===== src/rtl/pattern_select_ctrl.sv =====
// Frame-synchronous pattern selector for the VGA 4:1 colour mux, with debounced
// next/prev buttons and a registered, blanking-gated colour output.
// Optional auto-slideshow timer is built only when AUTO_CYCLE_EN is defined.
module pattern_select_ctrl #(
  parameter int DATA_WIDTH       = 24,
  parameter int DEBOUNCE_CYCLES  = 500000,
  parameter int FRAMES_PER_SLIDE = 120
) (
  input  logic                  clk,
  input  logic                  reset,
  input  logic                  btn_next,
  input  logic                  btn_prev,
  input  logic                  frame_start,
  input  logic                  video_on,
  input  logic                  auto_en,
  input  logic [DATA_WIDTH-1:0] color_in,
  output logic [1:0]            selection,
  output logic                  pending,
  output logic                  switched,
  output logic [DATA_WIDTH-1:0] color_out
);

  localparam int CW = (DEBOUNCE_CYCLES > 1) ? $clog2(DEBOUNCE_CYCLES + 1) : 1;
  localparam logic [CW-1:0] DB_LAST = CW'(DEBOUNCE_CYCLES - 1);

  typedef enum logic [1:0] {
    ST_IDLE   = 2'd0,
    ST_WAIT   = 2'd1,
    ST_COMMIT = 2'd2
  } state_t;

  state_t state_q, state_d;
  logic [1:0] delta_q, delta_d;
  logic [1:0] selection_q, selection_d;
  logic [DATA_WIDTH-1:0] color_q, color_d;

  logic [1:0] btn_raw;
  logic [1:0] btn_rise;
  logic       auto_req;
  logic       next_req;
  logic       prev_req;
  logic       req_valid;
  logic [1:0] req_delta;

  assign btn_raw = {btn_prev, btn_next};

  // Lane 0 = next, lane 1 = prev. Count cycles where the synced level disagrees
  // with the accepted level; a single agreeing sample restarts the count.
  generate
    for (genvar gi = 0; gi < 2; gi++) begin : g_btn
      logic          s1_q, s2_q;
      logic          level_q, level_d;
      logic [CW-1:0] cnt_q, cnt_d;
      logic          rise;

      always_comb begin
        cnt_d   = '0;
        level_d = level_q;
        rise    = 1'b0;
        if (s2_q != level_q) begin
          if (cnt_q == DB_LAST) begin
            level_d = s2_q;
            rise    = s2_q;
          end else begin
            cnt_d = cnt_q + CW'(1);
          end
        end
      end

      always_ff @(posedge clk) begin
        if (reset) begin
          s1_q    <= 1'b0;
          s2_q    <= 1'b0;
          level_q <= 1'b0;
          cnt_q   <= '0;
        end else begin
          s1_q    <= btn_raw[gi];
          s2_q    <= s1_q;
          level_q <= level_d;
          cnt_q   <= cnt_d;
        end
      end

      assign btn_rise[gi] = rise;
    end
  endgenerate

`ifdef AUTO_CYCLE_EN
  localparam int FW = ($clog2(FRAMES_PER_SLIDE + 1) > 8) ? $clog2(FRAMES_PER_SLIDE + 1) : 8;
  localparam logic [FW-1:0] FRAME_LAST = FW'(FRAMES_PER_SLIDE - 1);

  logic [FW-1:0] frame_cnt_q, frame_cnt_d;

  always_comb begin
    frame_cnt_d = frame_cnt_q;
    auto_req    = 1'b0;
    if (!auto_en || (|btn_rise)) begin
      frame_cnt_d = '0;
    end else if (frame_start && (state_q == ST_IDLE)) begin
      if (frame_cnt_q == FRAME_LAST) begin
        frame_cnt_d = '0;
        auto_req    = 1'b1;
      end else begin
        frame_cnt_d = frame_cnt_q + FW'(1);
      end
    end
  end

  always_ff @(posedge clk) begin
    if (reset) frame_cnt_q <= '0;
    else       frame_cnt_q <= frame_cnt_d;
  end
`else
  logic unused_auto_en;
  assign unused_auto_en = auto_en;
  assign auto_req       = 1'b0;
`endif

  // Simultaneous +1 and -1 cancel out, so only one direction raises a request.
  assign next_req  = btn_rise[0] | auto_req;
  assign prev_req  = btn_rise[1];
  assign req_valid = next_req ^ prev_req;
  assign req_delta = next_req ? 2'd1 : 2'd3;

  always_comb begin
    state_d     = state_q;
    delta_d     = delta_q;
    selection_d = selection_q;
    case (state_q)
      ST_IDLE: begin
        if (req_valid) begin
          state_d = ST_WAIT;
          delta_d = req_delta;
        end
      end
      ST_WAIT: begin
        if (req_valid) delta_d = req_delta;
        if (frame_start) begin
          selection_d = selection_q + delta_d;
          state_d     = ST_COMMIT;
        end
      end
      ST_COMMIT: begin
        state_d = ST_IDLE;
        if (req_valid) begin
          state_d = ST_WAIT;
          delta_d = req_delta;
        end
      end
      default: state_d = ST_IDLE;
    endcase
  end

  assign color_d = video_on ? color_in : '0;

  always_ff @(posedge clk) begin
    if (reset) begin
      state_q     <= ST_IDLE;
      delta_q     <= 2'd0;
      selection_q <= 2'd0;
      color_q     <= '0;
    end else begin
      state_q     <= state_d;
      delta_q     <= delta_d;
      selection_q <= selection_d;
      color_q     <= color_d;
    end
  end

  assign selection = selection_q;
  assign pending   = (state_q == ST_WAIT);
  assign switched  = (state_q == ST_COMMIT);
  assign color_out = color_q;

endmodule


===== config.mk =====
export PLATFORM = sky130hd
export DESIGN_NAME = pattern_select_ctrl
export DESIGN_NICKNAME = d
export VERILOG_FILES = /design/src/rtl/pattern_select_ctrl.sv
export SDC_FILE = /design/constraint.sdc
export NUM_CORES = 1
export LEC_CHECK = 0
export CAP_MARGIN = 20
export CORE_MARGIN = 2
export CORE_UTILIZATION = 50
export DETAILED_ROUTE_END_ITERATION = 10
export DONT_BUFFER_PORTS = 1
export GPL_TIMING_DRIVEN = 0
export PLACE_DENSITY = 0.67
export SETUP_SLACK_MARGIN = 0.1
export SYNTH_ARGS = -nofsm -noshare
export SYNTH_HDL_FRONTEND = slang
export SYNTH_SLANG_ARGS = --single-unit

===== constraint.sdc =====
create_clock -name clk -period 2.8 [get_ports clk]
set_input_delay 0.56 -clock clk [delete_from_list [all_inputs] [get_ports clk]]
set_output_delay 0.56 -clock clk [all_outputs]
set_load 0.005 [all_outputs]

==> impl_metrics.yaml <==
synthesis:
  synth_area_per_cell_um2: 9.438
  synth-seq-cells: 74
  syn_inst: 302
  netlist_area_mm2: 0.002850
  synthXorXnorAreaFrac_pct: 9.526
  synth_nets: 336
  synth_fa_ha_area_share_pct: 1.712
  synth_compound_area_share_pct: 3.468
  synth-simple-area-share_pct: 29.85
  synthFlopType: "dfxtp_1"
  synthArstFlopShare_pct: 0
  yosys_warnings: 0
  synth_mux_area_share_pct: 1.449
  synth_top_family_by_area: "simple AND/OR/NAND/NOR gates"
  yosysSeqAreaShare_pct: 51.98
  synth-edff-count: 0
  synthDistinctLibCells: 38
min_path:
  hold_start: "reset"
  hold_depth: 1
  hp-class: "in2reg"
  worstHoldEndpoint: "delta_q[1]"
global_route:
  grt_usage_pct: 16.51
  grt_max_degree: 13
  grt.overflow.total: 0
  grt_pass1_vias: 1849
  grt_pass1_wl_um: 8045
  grt_antenna_before_repair: 0
power:
  pwr-share-clk_pct: 43.7
  p_switching_uw: 397.8
  p_comb_share_pct: 1.4
  ir_drop_v: 0.0004255
  fin_total_pwr_mw: 1.963
  leakagePower_nw: 1.103
  power.density_mw_per_mm2: 619.8
  switching_share_pct: 20.27
  pwr-share-seq_pct: 54.9
  internal_power_mw: 1.565
clocking:
  clk_pin_slew_ns: 0.07
  ctsRootBufferMaster: "clkbuf_8"
  clk_latency_ns: 0.34
  clockBufferDepth: 2
  cts_tree: "built"
  cts_sinks: 74
  htreeDepth: 3
  postCtsHoldBufs: 0
  cts_buffers: 9
worst_setup_path:
  criticalPathCategory: "reg2reg"
  r2r-start: "g_btn[0].cnt_q[6]"
  r2r-end: "selection[1]"
  rrSetupSlack_ns: 0.33
  cp-start-kind: "flip-flop"
  endpoint_kind: "flip-flop"
  critPathArrivalTime_ns: 2.71
  crit_required_ns: 3.04
  path_max_fanout: 7
  ff2ff_path_depth: 9
sta:
  tightest_slew_ns: 0.4564
  setup_viol: 0
  slew_headroom_pct: 69.57
  fin_crit_sh_pct: 88.20
  fmax_mhz: 404.9
  slew_violations: 0
  hold_viol: 0
  rsz0062_at_grt: "false"
  fin_crit_ns: 2.470
  setup_tns_ns: 0
  finClkSkew_ns: 0.006504
routing:
  routed_wl_um: 4853
  via_count: 2006
  drt_first_pass_iters: 4
  drc: 0
  vias_per_cell: 5.157
  ant_nets: 0
  first_iter_violations: 37
  wl_per_cell_um: 12.48
cells_and_area:
  layout_commonest_cell: "dfxtp_1"
  multiInputGateArea_mm2: 0.001326
  final_util_pct: 57.51
  area.growth.synth_to_final_pct: 11.11
  diodes: 0
  seqCellArea_mm2: 0.001481
  drive_above_1_share_pct: 8.202
  nFillCells: 479
  final_cell_mix: "74 x dfxtp_1, 46 x nor2_1, 25 x and2_1"
  fin_nets: 347
floorplan:
  core_mm2: 0.005507
  start_util_pct: 51.76
  floorplan.die.height_um: 79.50
  die_w_um: 79.50
  dieArea_mm2: 0.006320
  fp-row-count: 27
  io_pins: 59
run:
  cap_violations: 0
run_status:
  outcome: "complete, no violations"
placed_design:
  dp_hpwl_um: 3478
  io_buffers: 0
  globalplace.congestion: 0.8653
worst max-delay path: stages, from the launching register on:
cell and delay (ns):
dfxtp_1 0.38, nor4b_2 0.29, nand4_1 0.15, nor4_1 0.40, xnor2_1 0.22, nand2b_1 0.10, ha_1 0.20, and3_1 0.14
mux2i_1 0.14, mux2_1 0.33
how the worst max path moves through the flow:
stage | slack [ns] | cells after the start | startpoint | to
floorplan | 0.49 | 9 | g_btn[1].cnt_q[10] | selection[1]
global placement | 0.17 | 9 | g_btn[1].cnt_q[8] | selection[1]
detailed placement | 0.12 | 9 | g_btn[1].cnt_q[8] | selection[1]
CTS | 0.15 | 9 | g_btn[1].cnt_q[8] | selection[1]
global route | 0.13 | 9 | g_btn[1].cnt_q[8] | selection[1]
finish | 0.33 | 9 | g_btn[0].cnt_q[6] | selection[1]
stage by stage:
step | instances | hold WS, ns | worst slack, ns | instance area, um^2
2_1_floorplan | 302 | 0.4121 | 0.4933 | 2850
3_3_place_gp | 374 | 0.4169 | 0.1681 | 2940
3_5_place_dp | 374 | 0.4223 | 0.1241 | 2940
4_1_cts | 389 | 0.2608 | 0.1483 | 3161
5_1_grt | 389 | 0.2582 | 0.1268 | 3167
6_report | 389 | 0.2819 | 0.3305 | 3167
state kept, by name (all words and copies together) (netlist names):
signal,count
selection,2
g_btn.s1_q,2
g_btn.cnt_q,38
g_btn.level_q,2
delta_q,2
color_out,24
state_q,2
g_btn.s2_q,2
layer usage:
| layer | vias up | GRT usage [%] | part of all wire [%] |
|---|---|---|---|
| met5 | - | 0 | 0 |
| met4 | 0 | 9.310 | 2.3 |
| met3 | 9 | 5.317 | 3.8 |
| met2 | 38 | 27.90 | 50 |
| met1 | 922 | 18.16 | 44 |
| li1 | 1037 | - | - |
Yosys cell counts, types with 2 or more instances:
| cell type | count | area [um^2] |
|---|---|---|
| nor4b_1 | 3 | 26.28 |
| mux2i_1 | 3 | 30.03 |
| xnor2_1 | 15 | 131.4 |
| nand3_1 | 15 | 75.07 |
| and4_1 | 2 | 17.52 |
| xor2_1 | 16 | 140.1 |
| a21oi_1 | 8 | 40.04 |
| dfxtp_1 | 74 | 1481 |
| nor3_1 | 3 | 15.01 |
| nor2_1 | 46 | 172.7 |
| clkbuf_1 | 4 | 15.01 |
| and3_1 | 7 | 43.79 |
| nor4_1 | 3 | 18.77 |
| nand2b_1 | 2 | 12.51 |
| ha_1 | 3 | 37.54 |
| nor2b_1 | 9 | 56.30 |
| or3_1 | 8 | 50.05 |
| inv_1 | 7 | 26.28 |
| nand2_1 | 14 | 52.55 |
| nand4_1 | 11 | 68.82 |
| and2_1 | 25 | 156.4 |
| o21ai_0 | 8 | 40.04 |
power by group through the flow:
stage | clock (mW) | sequential [mW] | combinational, mW
after floorplan | 0 | 1.10 | 0.0229
after global placement | 0 | 1.10 | 0.0273
after detailed placement | 0 | 1.10 | 0.0283
after CTS | 0.886 | 1.08 | 0.0285
after global routing | 0.927 | 1.08 | 0.0322
final | 0.857 | 1.08 | 0.0277
kinds of logic (layout without fill, tap and decap cells):
group	after synthesis	after routing
xor+xnor	31	31
buf+inv	14	29
compound gates	18	18
simple gates	157	157
mux	4	4
flops	74	74
fa+ha+maj	4	4
final cells by class:
| cell class | instances | area share [%] |
|---|---|---|
| plain buffers | 7 | 0.9878 |
| clock buffers | 12 | 5.215 |
| clock inverters | 3 | 1.462 |
| inverters | 7 | 0.8297 |
| multi-input cells | 214 | 41.88 |
| flip-flops and latches | 74 | 46.78 |
| well taps | 72 | 2.845 |
timing repair:
| action | 4_1_cts | 5_1_grt |
|---|---|---|
| setup buffers | 0 | 0 |
| gates resized for setup | 1 | 1 |
| setup endpoints to repair | 1 | 6 |
| pin swaps | 0 | 1 |
No activity file was read; power rests on OpenSTA's default activity.
